===== src/rtl/trans_phase_gen.sv =====
// Purpose: turns per-channel phase words into phase-shifted ~40 kHz square waves on trans.
//          Phase writes are double-buffered and take effect only at a period boundary.
//          Boards chain their sync: a master drives sync_out, a slave re-aligns to sync_in.
// Ports:   sys_clk/ext_rst (sync, active-high); enable; sync_slave/sync_in/sync_out;
//          phase_wr/phase_wr_data (shadow load); phases_active; update_pending;
//          period_start (1-cycle pulse); trans (registered drive outputs).
module trans_phase_gen #(
  parameter int NUM_CHANNELS = 4,
  parameter int PHASE_WIDTH  = 8,
  parameter int STEP_DIV     = 5
) (
  input  logic                                 sys_clk,
  input  logic                                 ext_rst,
  input  logic                                 enable,
  input  logic                                 sync_slave,
  input  logic                                 sync_in,
  output logic                                 sync_out,
  input  logic                                 phase_wr,
  input  logic [NUM_CHANNELS*PHASE_WIDTH-1:0]  phase_wr_data,
  output logic [NUM_CHANNELS*PHASE_WIDTH-1:0]  phases_active,
  output logic                                 update_pending,
  output logic                                 period_start,
  output logic [NUM_CHANNELS-1:0]              trans
);

  localparam int PW    = PHASE_WIDTH;
  localparam int DW    = NUM_CHANNELS * PHASE_WIDTH;
  localparam int PRE_W = (STEP_DIV > 1) ? $clog2(STEP_DIV) : 1;
  localparam logic [PRE_W-1:0] PRE_MAX = PRE_W'(STEP_DIV - 1);

  logic [PRE_W-1:0]        presc_q, presc_d;
  logic [PW-1:0]           step_q, step_d;
  logic [DW-1:0]           shadow_q, shadow_d;
  logic [DW-1:0]           active_q, active_d;
  logic                    pending_q, pending_d;
  logic                    pstart_q, pstart_d;
  logic [NUM_CHANNELS-1:0] trans_q, trans_d;
  logic                    sync_out_q, sync_out_d;
  logic                    s1_q, s2_q, s3_q;

  logic wrap;
  logic bnd;
  logic resync;
  logic period_evt;

  // A slave resync edge behaves exactly like a natural boundary, so a resync that
  // lands on the natural boundary still yields one update and one period_start.
  assign wrap       = (presc_q == PRE_MAX);
  assign bnd        = enable && wrap && (step_q == {PW{1'b1}});
  assign resync     = enable && sync_slave && s2_q && !s3_q;
  assign period_evt = bnd || resync;

  always_comb begin
    presc_d = presc_q;
    step_d  = step_q;
    if (!enable || resync) begin
      presc_d = '0;
      step_d  = '0;
    end else if (wrap) begin
      presc_d = '0;
      step_d  = step_q + PW'(1);
    end else begin
      presc_d = presc_q + PRE_W'(1);
    end
  end

  // While disabled there is no period to wait for, so writes go straight through
  // and any parked shadow is flushed into the active set.
  always_comb begin
    shadow_d  = shadow_q;
    active_d  = active_q;
    pending_d = pending_q;
    if (phase_wr) begin
      shadow_d = phase_wr_data;
    end
    if (!enable || period_evt) begin
      pending_d = 1'b0;
      if (phase_wr) begin
        active_d = phase_wr_data;
      end else if (pending_q) begin
        active_d = shadow_q;
      end
    end else if (phase_wr) begin
      pending_d = 1'b1;
    end
  end

  // (step - phase) mod 2**PW below half a period is exactly "MSB of the difference clear".
  always_comb begin
    logic [PW-1:0] diff;
    diff    = '0;
    trans_d = '0;
    for (int i = 0; i < NUM_CHANNELS; i++) begin
      diff       = step_q - active_q[i*PW +: PW];
      trans_d[i] = enable && !diff[PW-1];
    end
  end

  assign pstart_d   = period_evt;
  assign sync_out_d = sync_slave ? s2_q : (enable && !step_q[PW-1]);

  always_ff @(posedge sys_clk) begin
    if (ext_rst) begin
      presc_q    <= '0;
      step_q     <= '0;
      shadow_q   <= '0;
      active_q   <= '0;
      pending_q  <= 1'b0;
      pstart_q   <= 1'b0;
      trans_q    <= '0;
      sync_out_q <= 1'b0;
      s1_q       <= 1'b0;
      s2_q       <= 1'b0;
      s3_q       <= 1'b0;
    end else begin
      presc_q    <= presc_d;
      step_q     <= step_d;
      shadow_q   <= shadow_d;
      active_q   <= active_d;
      pending_q  <= pending_d;
      pstart_q   <= pstart_d;
      trans_q    <= trans_d;
      sync_out_q <= sync_out_d;
      s1_q       <= sync_in;
      s2_q       <= s1_q;
      s3_q       <= s2_q;
    end
  end

  assign sync_out       = sync_out_q;
  assign phases_active  = active_q;
  assign update_pending = pending_q;
  assign period_start   = pstart_q;
  assign trans          = trans_q;

endmodule


===== config.mk =====
export PLATFORM = sky130hd
export DESIGN_NAME = trans_phase_gen
export DESIGN_NICKNAME = d
export VERILOG_FILES = /design/src/rtl/trans_phase_gen.sv
export SDC_FILE = /design/constraint.sdc
export NUM_CORES = 1
export LEC_CHECK = 0
export BUFFER_PORTS_ARGS = -buffer_cell sky130_fd_sc_hd__buf_2
export CORE_ASPECT_RATIO = 0.8
export CORE_MARGIN = 2
export CORE_UTILIZATION = 34
export CTS_BUF_LIST = sky130_fd_sc_hd__clkbuf_4
export CTS_CLUSTER_DIAMETER = 100
export DETAILED_ROUTE_END_ITERATION = 10
export GPL_TIMING_DRIVEN = 1
export PLACE_DENSITY_LB_ADDON = 0.25
export SYNTH_ARGS = -nofsm -noshare
export SYNTH_HDL_FRONTEND = slang
export SYNTH_SLANG_ARGS = --single-unit

===== constraint.sdc =====
create_clock -name sys_clk -period 3.59 [get_ports sys_clk]
set_input_delay 1.077 -clock sys_clk [delete_from_list [all_inputs] [get_ports sys_clk]]
set_output_delay 1.077 -clock sys_clk [all_outputs]
set_load 0.02 [all_outputs]

==> impl_summary.md, run 1 <==
Outcome
The run finished with clean final reports.

Critical path
The master of the slowest instance on the critical path is sky130_fd_sc_hd__nor2b_1. STA classifies the critical path startpoint as a primary input. Traced cell by cell, the critical path runs through buf_2 > nor2b_1 > nand2_1 > a211oi_1. Across all register-to-register paths, the minimum setup slack is 1.31 ns. Counting cells, the worst reg-to-reg path comes to 6. STA classifies the critical path endpoint as a flop. The worst register-to-register path begins at step_q[1]. In this design, the stage delay of the slowest critical-path cell is 0.67 ns. The worst register-to-register path ends at phases_active[22]. The arrival time reported for the critical path endpoint is 2.68 ns. The critical path is of the primary input to flop type.

The required time of the worst setup path is 3.95 ns. The highest net fanout along the worst path is 36.

Yosys
Yosys attributes the largest share of cell area to sky130_fd_sc_hd__dfxtp_1, sky130_fd_sc_hd__mux2_4, sky130_fd_sc_hd__mux2i_1. Synthesis handed over a netlist of 396 instances. The synthesized design contains 85 register bits. The number of different library cells used by synthesis comes to 28.

The count of yosys warnings during synthesis is 0. After synthesis, the mean cell area works out to 9.88 sq um. Summing every instance area after synthesis gives 3910 sq um. The cell type with the highest aggregate area in the netlist is sky130_fd_sc_hd__dfxtp_1. In the synthesized netlist the async set-or-reset flop fraction comes to 0%.

The portion of synthesized cell area occupied by the leading cell type is 43.5%. Counting every net in the synthesized netlist gives 461. The synthesized design contains 0 enable-type register cells. The share of the yosys chip area belonging to registers is 43.5%.

The most used flip-flop cell after synthesis is sky130_fd_sc_hd__dfxtp_1.

Clock network
TritonCTS built the clock tree. The clock-pin slew on the worst setup and hold paths is 0.13 ns. The clock tree synthesis step divided the H-tree into 3 levels. For this design, the CTS-stage hold fixing added 0 buffers. Clock latency on the worst-skew pair, taken at its later pin, is 0.45 ns. CTS saw 85 sinks. The count of cells resized by post-cts repair is 0. The maximum clock path buffer count is 2. In this run the post-CTS setup repair buffer count came out at 0.

The number of buffers added by the clock tree synthesis step is 9. CTS placed an instance of sky130_fd_sc_hd__clkbuf_4 at the clock tree root.

Final layout
The number of nets in the layout is 534. The layout overhead on the synthesized area is 17.4%. Of the cells placed in the final design, the portion with a size suffix greater than 1 is 27.4%. The number of inserted diodes is 0.

After filler insertion, the fill cell instance count of the layout stands at 1156.

STA
The worst slew margin relative to its limit is 51.5%. The setup violation total in the final timing report is 0. Based on the critical path, the design can be clocked at up to 0.432 GHz. Setup repair after global routing left no endpoint under its margin. The clock tree skew after final layout is 0.0186 ns. Counting I/O delays and the setup requirement, the final critical path takes 2.31 ns. Final hold analysis gives a worst-case slack of 0.458 ns. The final-report hold violation count was 0.

The slew at the pin closest to its max-slew limit is 0.726 ns. The part of the cycle the worst path needs is 64.5%. For the final routed database, the setup TNS stands at 0 ns. The number of slew-limit violations in the final report came to 0.

Floorplan
The full die area is 12400 sq um. The initial cell density of the core is 34.4%. The floorplan step set the die height to 99.9 um. The total area inside the core boundary comes to 11400 sq um. The horizontal extent of the die is 124 um. During I/O placement, the number of pins put on the boundary was 77. The floorplan has 35 rows.

Global route
The largest net degree at the start of global routing is 37. The number of global-route vias before repair is 2694. The final global-route overflow total is 0. The first-pass GRT wire length is 13.3 mm. The initial antenna violation count is 0. Global routing used 14.2% of the available tracks.

Drt
The detailed-route via count is 2787. Using the TritonRoute via totals, the vias-per-cell ratio works out to 4.48. The remaining design rule violation count is 0. The first-pass detailed-route iteration total is 4. The remaining number of nets flagged by the antenna check after routing is 0. The total detailed-routing wirelength is 8.28 mm. Dividing the detail-routed wire length by the instance count gives 13.3 um. For this block, the initial DRC count from the detailed router was 136.

Job
The max-capacitance violation count is 0.

Worst hold path
The worst hold path terminates at s2_q. Counting instances, the worst hold path has a depth of 1. In this run the most critical hold path is launched from s1_q. The type of the worst min-delay path is flop to flop.

Power and ir drop
The maximum VDD drop is 201 uV. The final total power is 1910 uW. The total power density per cell area is 415 nW/um^2. The leakage dissipation is 0.00221 uW.

Place
The sum of net half-perimeters after detailed placement is 5.98 mm. Routability-driven placement finished with a final weighted congestion of 0.737. Port buffering added 76 buffers.
-- registers in the layout, summed over array words and instances, names as in the netlist --
| register | flops |
|---|---|
| presc_q | 3 |
| s3_q | 1 |
| update_pending | 1 |
| s1_q | 1 |
| step_q | 8 |
| period_start | 1 |
| sync_out | 1 |
| trans | 4 |
| phases_active | 32 |
| shadow_q | 32 |
| s2_q | 1 |
-- cell type report --
class | count | area, sq um | share of cell area [%]
timing repair buffer | 79 | 415 | 9.04
clock inverter | 7 | 98.8 | 2.15
inverter | 31 | 116 | 2.53
tap | 148 | 185 | 4.03
multi-input combinational | 263 | 2010 | 43.7
sequential | 85 | 1700 | 37.0
clock buffer | 9 | 67.6 | 1.47
-- power by group --
| part | switching, uW | internal [uW] |
|---|---|---|
| sequential | 21.4 | 992 |
| clock | 347 | 284 |
| combinational | 145 | 120 |
| total | 514 | 1400 |
-- per-stage QoR --
stage               cell area [sq um]  instances  setup WS (ns)  util (%)
floorplan                        3910        396           1.35         -
global placement                 4430        606          0.813      38.9
detailed placement               4430        606          0.779      38.9
CTS                              4590        622           1.26      40.4
global route                     4590        622           1.08      40.4
finish                           4590        622           1.28      40.4
-- worst max-delay path by stage --
stage              from                end  slack [ns]  cells past startpoint
2_1_floorplan   ext_rst  phases_active[11]        1.35                      5
3_3_place_gp   phase_wr  phases_active[18]        0.81                      4
3_5_place_dp    ext_rst     update_pending        0.78                      4
4_1_cts         ext_rst     update_pending        1.26                      4
5_1_grt         ext_rst     update_pending        1.08                      4
6_report        ext_rst     update_pending        1.28                      4
-- critical path, delay by kind of cell --
family          cells  cell delay, ns
simple gates        2            1.03
buf+inv             1            0.31
compound gates      1            0.26
-- cells in the mapped netlist, types with 4 or more instances --
cell and n:
sky130_fd_sc_hd__nor2_1 72, sky130_fd_sc_hd__nor2b_1 16, sky130_fd_sc_hd__ha_1 27, sky130_fd_sc_hd__a21oi_1 19, sky130_fd_sc_hd__mux2i_1 36, sky130_fd_sc_hd__nand2_1 22, sky130_fd_sc_hd__dfxtp_1 85, sky130_fd_sc_hd__mux2_4 30
sky130_fd_sc_hd__nand2b_1 4, sky130_fd_sc_hd__o21ai_0 9, sky130_fd_sc_hd__xnor2_1 6, sky130_fd_sc_hd__inv_1 31, sky130_fd_sc_hd__clkbuf_1 9, sky130_fd_sc_hd__buf_2 5, sky130_fd_sc_hd__xor2_1 5
-- kinds of logic after synthesis --
kind of cell	count (synthesis)	synth area share (%)
and+or+nand+nor	126	14.5
DFF	85	43.5
muxes	68	21.3
buffers and inverters	48	5.34
AOI/OAI and AO/OA	31	4.29
adders and majority gates	27	8.63
xor gates and xnor gates	11	2.46
-- cells in the final DEF, fill, tap and decap left out, drive strengths merged --
master	Yosys	routed
nor3	3	3
nor2	72	72
nand2	22	22
nand2b	4	4
mux2i	36	36
nor2b	16	16
a21boi	1	1
a21oi	19	19
clkbuf	9	9
dfxtp	85	85
clkinvlp	0	4
xor2	5	5
mux2	32	32
nand3	4	4
xnor2	6	6
nor4	1	1
inv	31	32
nand4	1	1
o22ai	1	1
o21ai	9	9
nand3b	1	1
a211oi	1	1
or3	1	1
bufinv	0	2
ha	27	27
buf	8	79
nor3b	1	1
-- per-layer routing --
metal	global-route usage (%)	vias to the layer above	part of all wire, %
met2	22.4	60	44
met5	0	-	0
li1	-	1452	-
met3	5.00	10	5.2
met4	4.67	0	1.5
met1	18.3	1265	50
No activity file was read; power rests on OpenSTA's default activity.
==> inputs of run 2 (changes only) <==
clock period = 2 ns   (was 3.59 ns; I/O delays follow)
==> run 2 against run 1 <==
  * Critical path depth rose by 3
  * First-iteration DRC count fell by 14%
  * Hold slack got worse by 0.075 ns
  * Cell count rose by 2.4%
  * Clock skew fell by 0.0041 ns
  * Flip-flop and latch count did not move
  * Via count rose by 1.0%
  * Register-to-register slack got worse by 1.2 ns
  * Die area did not move
  * Clock-buffer cell count rose by 5
  * Combinational power rose by 88%
  * Setup slack got worse by 1.1 ns
  * Critical path type is now flop to flop
  * Critical endpoint is now phases_active[2]
  * Highest routed layer unchanged
==> impl_summary.md, run 2 (synthesized netlist as in run 1, its figures left out) <==
Critical path
The arrival time reported for the critical path endpoint is 2.17 ns (-0.51 ns). The delay of the slowest cell on the worst path is 0.36 ns (-0.31 ns). The worst setup path is launched from a flop. The highest net fanout along the worst path is 16 (-56%). Walking the worst path, the cells encountered are inv_1 > ha_2 > nand3_4 > nor4_4 > o22ai_4 > buf_12 > mux2_4. The class of the most critical setup path is flop to flop. The kind of cell adding the most delay to the critical path is simple AND/OR/NAND/NOR gates. The master of the slowest instance on the critical path is sky130_fd_sc_hd__nor4_4. The kind of end point of the critical path is a flop. The startpoint of the lowest-slack register-to-register path is presc_q[0]. The required time of the worst setup path was 2.31 ns (-1.64 ns). The critical path starts at presc_q[0].

The number of buffer and inverter instances along the worst setup path is 2 (+1).

Floorplan
The number of placement rows was 35 (unchanged). The core area was 11400 sq um (unchanged). The full die area is 12400 sq um (unchanged). The number of placed I/O pins is 77 (unchanged). The initial cell density of the core is 34.4% (unchanged).

The die span in y is 99.9 um (unchanged). The horizontal extent of the die is 124 um (unchanged).

Clock network
The count of clock tree sinks is 85 (unchanged). The number of buffers added by the clock tree synthesis step was 9 (unchanged). The H-tree depth is 3 (unchanged). The cell sitting at the root of the clock tree is a sky130_fd_sc_hd__clkbuf_4. The maximum clock path buffer count is 2 (unchanged). The number of hold-repair buffers added at the cts stage is 0 (unchanged). The CTS tree is yes. The insertion delay to the later sink of the worst-skew pair came to 0.42 ns (-0.03 ns). The clock-pin slew on the worst setup and hold paths came to 0.13 ns (about the same).

Drt
The total detailed-routing wirelength came to 8.49 mm (+2.6%). The remaining number of nets flagged by the antenna check after routing is 0 (unchanged). The detailed-route via count came to 2815 (+1.0%). The number of design-rule violations left by the first detailed-router iteration is 117 (-14%). The detailed-route wire length per cell came to 13.3 um (+0.22%). The remaining design rule violation count is 0 (unchanged).

The via density per instance is 4.42 (-1.4%). The first-pass detailed-route iteration total is 4 (unchanged).

Final layout
The number of nets in the layout is 549 (+2.8%). Leaving out fill and tap cells, the most frequent cell in the layout is sky130_fd_sc_hd__dfxtp_1. The fraction of final layout cells sized beyond drive strength 1 is 29.7% (+2.2 points). From synthesis to final layout, the design area changed by 20.8%.

The final core area utilization is 41.5% (+1.2 points). The number of fill cells in the layout was 1174 (+1.6%). In the layout the commonest cells are sky130_fd_sc_hd__dfxtp_1, sky130_fd_sc_hd__buf_2, sky130_fd_sc_hd__nor2_1. The number of inserted diodes was 0 (unchanged).

STA
Setup repair after global routing left no endpoint under its margin. The number of slew-limit violations in the final report is 0 (unchanged). The slew at the pin closest to its max-slew limit is 0.370 ns (-0.356 ns). The final-report hold violation count is 0 (unchanged). The final critical path takes up 93.1% of the cycle. The worst hold slack is 0.384 ns (-0.0746 ns). The clock tree skew after final layout is 0.0145 ns (-0.00413 ns). The aggregate negative setup slack was 0 ns (unchanged). The setup violation total in the final timing report was 0 (unchanged). The top achievable clock speed is 0.537 GHz. The worst slew margin relative to its limit is 75.3% (+24 points). The final critical delay including setup and external delays is 1.86 ns.

Place
The placer's final routability congestion estimate is 0.763 (+3.5%). The number of port buffers is 76 (unchanged). The sum of net half-perimeters after detailed placement is 6.30 mm (+5.4%).

Worst hold path
The type of the worst min-delay path is primary input to flop. The startpoint identified for the worst hold timing path is sync_in.

Power and ir drop
The net switching power is 840 uW (+63%). The maximum VDD drop came to 347 uV (+73%). The share of total power in the clock network came to 29.8% (-3.2 points).

The combinational share of power came to 15.1% (+1.2 points). The switching part of the total came to 25.4% (-1.5 points). The portion of total power attributed to sequential cells is 55.1% (+2.0 points).

The total power density per cell area is 698 nW/um^2 (+68%). The leakage dissipation is 0.00231 uW (+4.4%). The internal power consumption is 2460 uW (+76%).

Global route
The initial antenna violation count was 0 (unchanged). The final global-route overflow total is 0 (unchanged). The global-route usage over all layers is 14.6% (+0.36 points).

The largest net degree at the start of global routing is 37 (unchanged). The number of global-route vias before repair came to 2759 (+2.4%). The first-pass GRT wire length was 13.7 mm (+2.9%).

Job
The max-capacitance violation count is 0 (unchanged).

Outcome
The run finished with clean final reports.
==> run 2: changes by cell type in the layout (fill, tap and decap cells not counted), sizes merged <==
cell,before,now
clkinvlp,4,0
bufinv,2,1
clkinv,0,1
clkbuf,9,14
buf,79,94
inv,32,31
==> run 2: path summary, 6_finish.rpt <==
path / cells after the start / slack (ns) / endpoint
max: 7 / 0.14 / phases_active[2]
min: 2 / 0.38 / s1_q
max reg2reg: 7 / 0.14 / phases_active[2]
min reg2reg: 1 / 0.45 / s2_q
==> run 2: stage by stage <==
stage                     cell area [sq um]  setup slack, ns  instances  power [uW]
after floorplan                        3910            0.235        396        2190
after global placement                 4570            0.172        620        2350
after detailed placement               4570            0.114        620        2360
after CTS                              4710           0.0892        636        3350
after global routing                   4730           0.0240        637        3490
final                                  4730            0.137        637        3300
==> run 2: worst register-to-register path, stage by stage (launching register included) <==
cell and delay, ns:
sky130_fd_sc_hd__dfxtp_1 0.34, sky130_fd_sc_hd__inv_1 0.07, sky130_fd_sc_hd__ha_2 0.24, sky130_fd_sc_hd__nand3_4 0.12, sky130_fd_sc_hd__nor4_4 0.36, sky130_fd_sc_hd__o22ai_4 0.14
sky130_fd_sc_hd__buf_12 0.18, sky130_fd_sc_hd__mux2_4 0.31
==> run 2: layout make-up <==
| type | instances | area, sq um | area share, % |
|---|---|---|---|
| Clock buffer | 14 | 105 | 2.22 |
| Clock inverter | 2 | 33.8 | 0.715 |
| Inverter | 31 | 116 | 2.46 |
| Multi-Input combinational cell | 263 | 2020 | 42.7 |
| Sequential cell | 85 | 1700 | 36.0 |
| Tap cell | 148 | 185 | 3.92 |
| Timing Repair Buffer | 94 | 566 | 12.0 |
==> run 2: repair_timing <==
action	4_1_cts	5_1_grt
buffers inserted	0	1
resized for setup	0	2
setup endpoints to repair	0	19
==> run 2: power by group through the flow <==
stage	sequential [uW]	clock, uW	combinational [uW]
4_1_cts	1820	1030	503
2_1_floorplan	1900	0	290
3_5_place_dp	1860	0	502
5_1_grt	1830	1110	549
6_report	1820	984	497
3_3_place_gp	1860	0	490
==> run 2: layer usage <==
| metal | GRT usage, % | vias to the layer above | share of wire [%] |
|---|---|---|---|
| met2 | 23.4 | 58 | 45 |
| met5 | 0 | - | 0 |
| met3 | 4.60 | 2 | 5.7 |
| met4 | 4.49 | 0 | 0.52 |
| li1 | - | 1483 | - |
| met1 | 18.8 | 1272 | 48 |
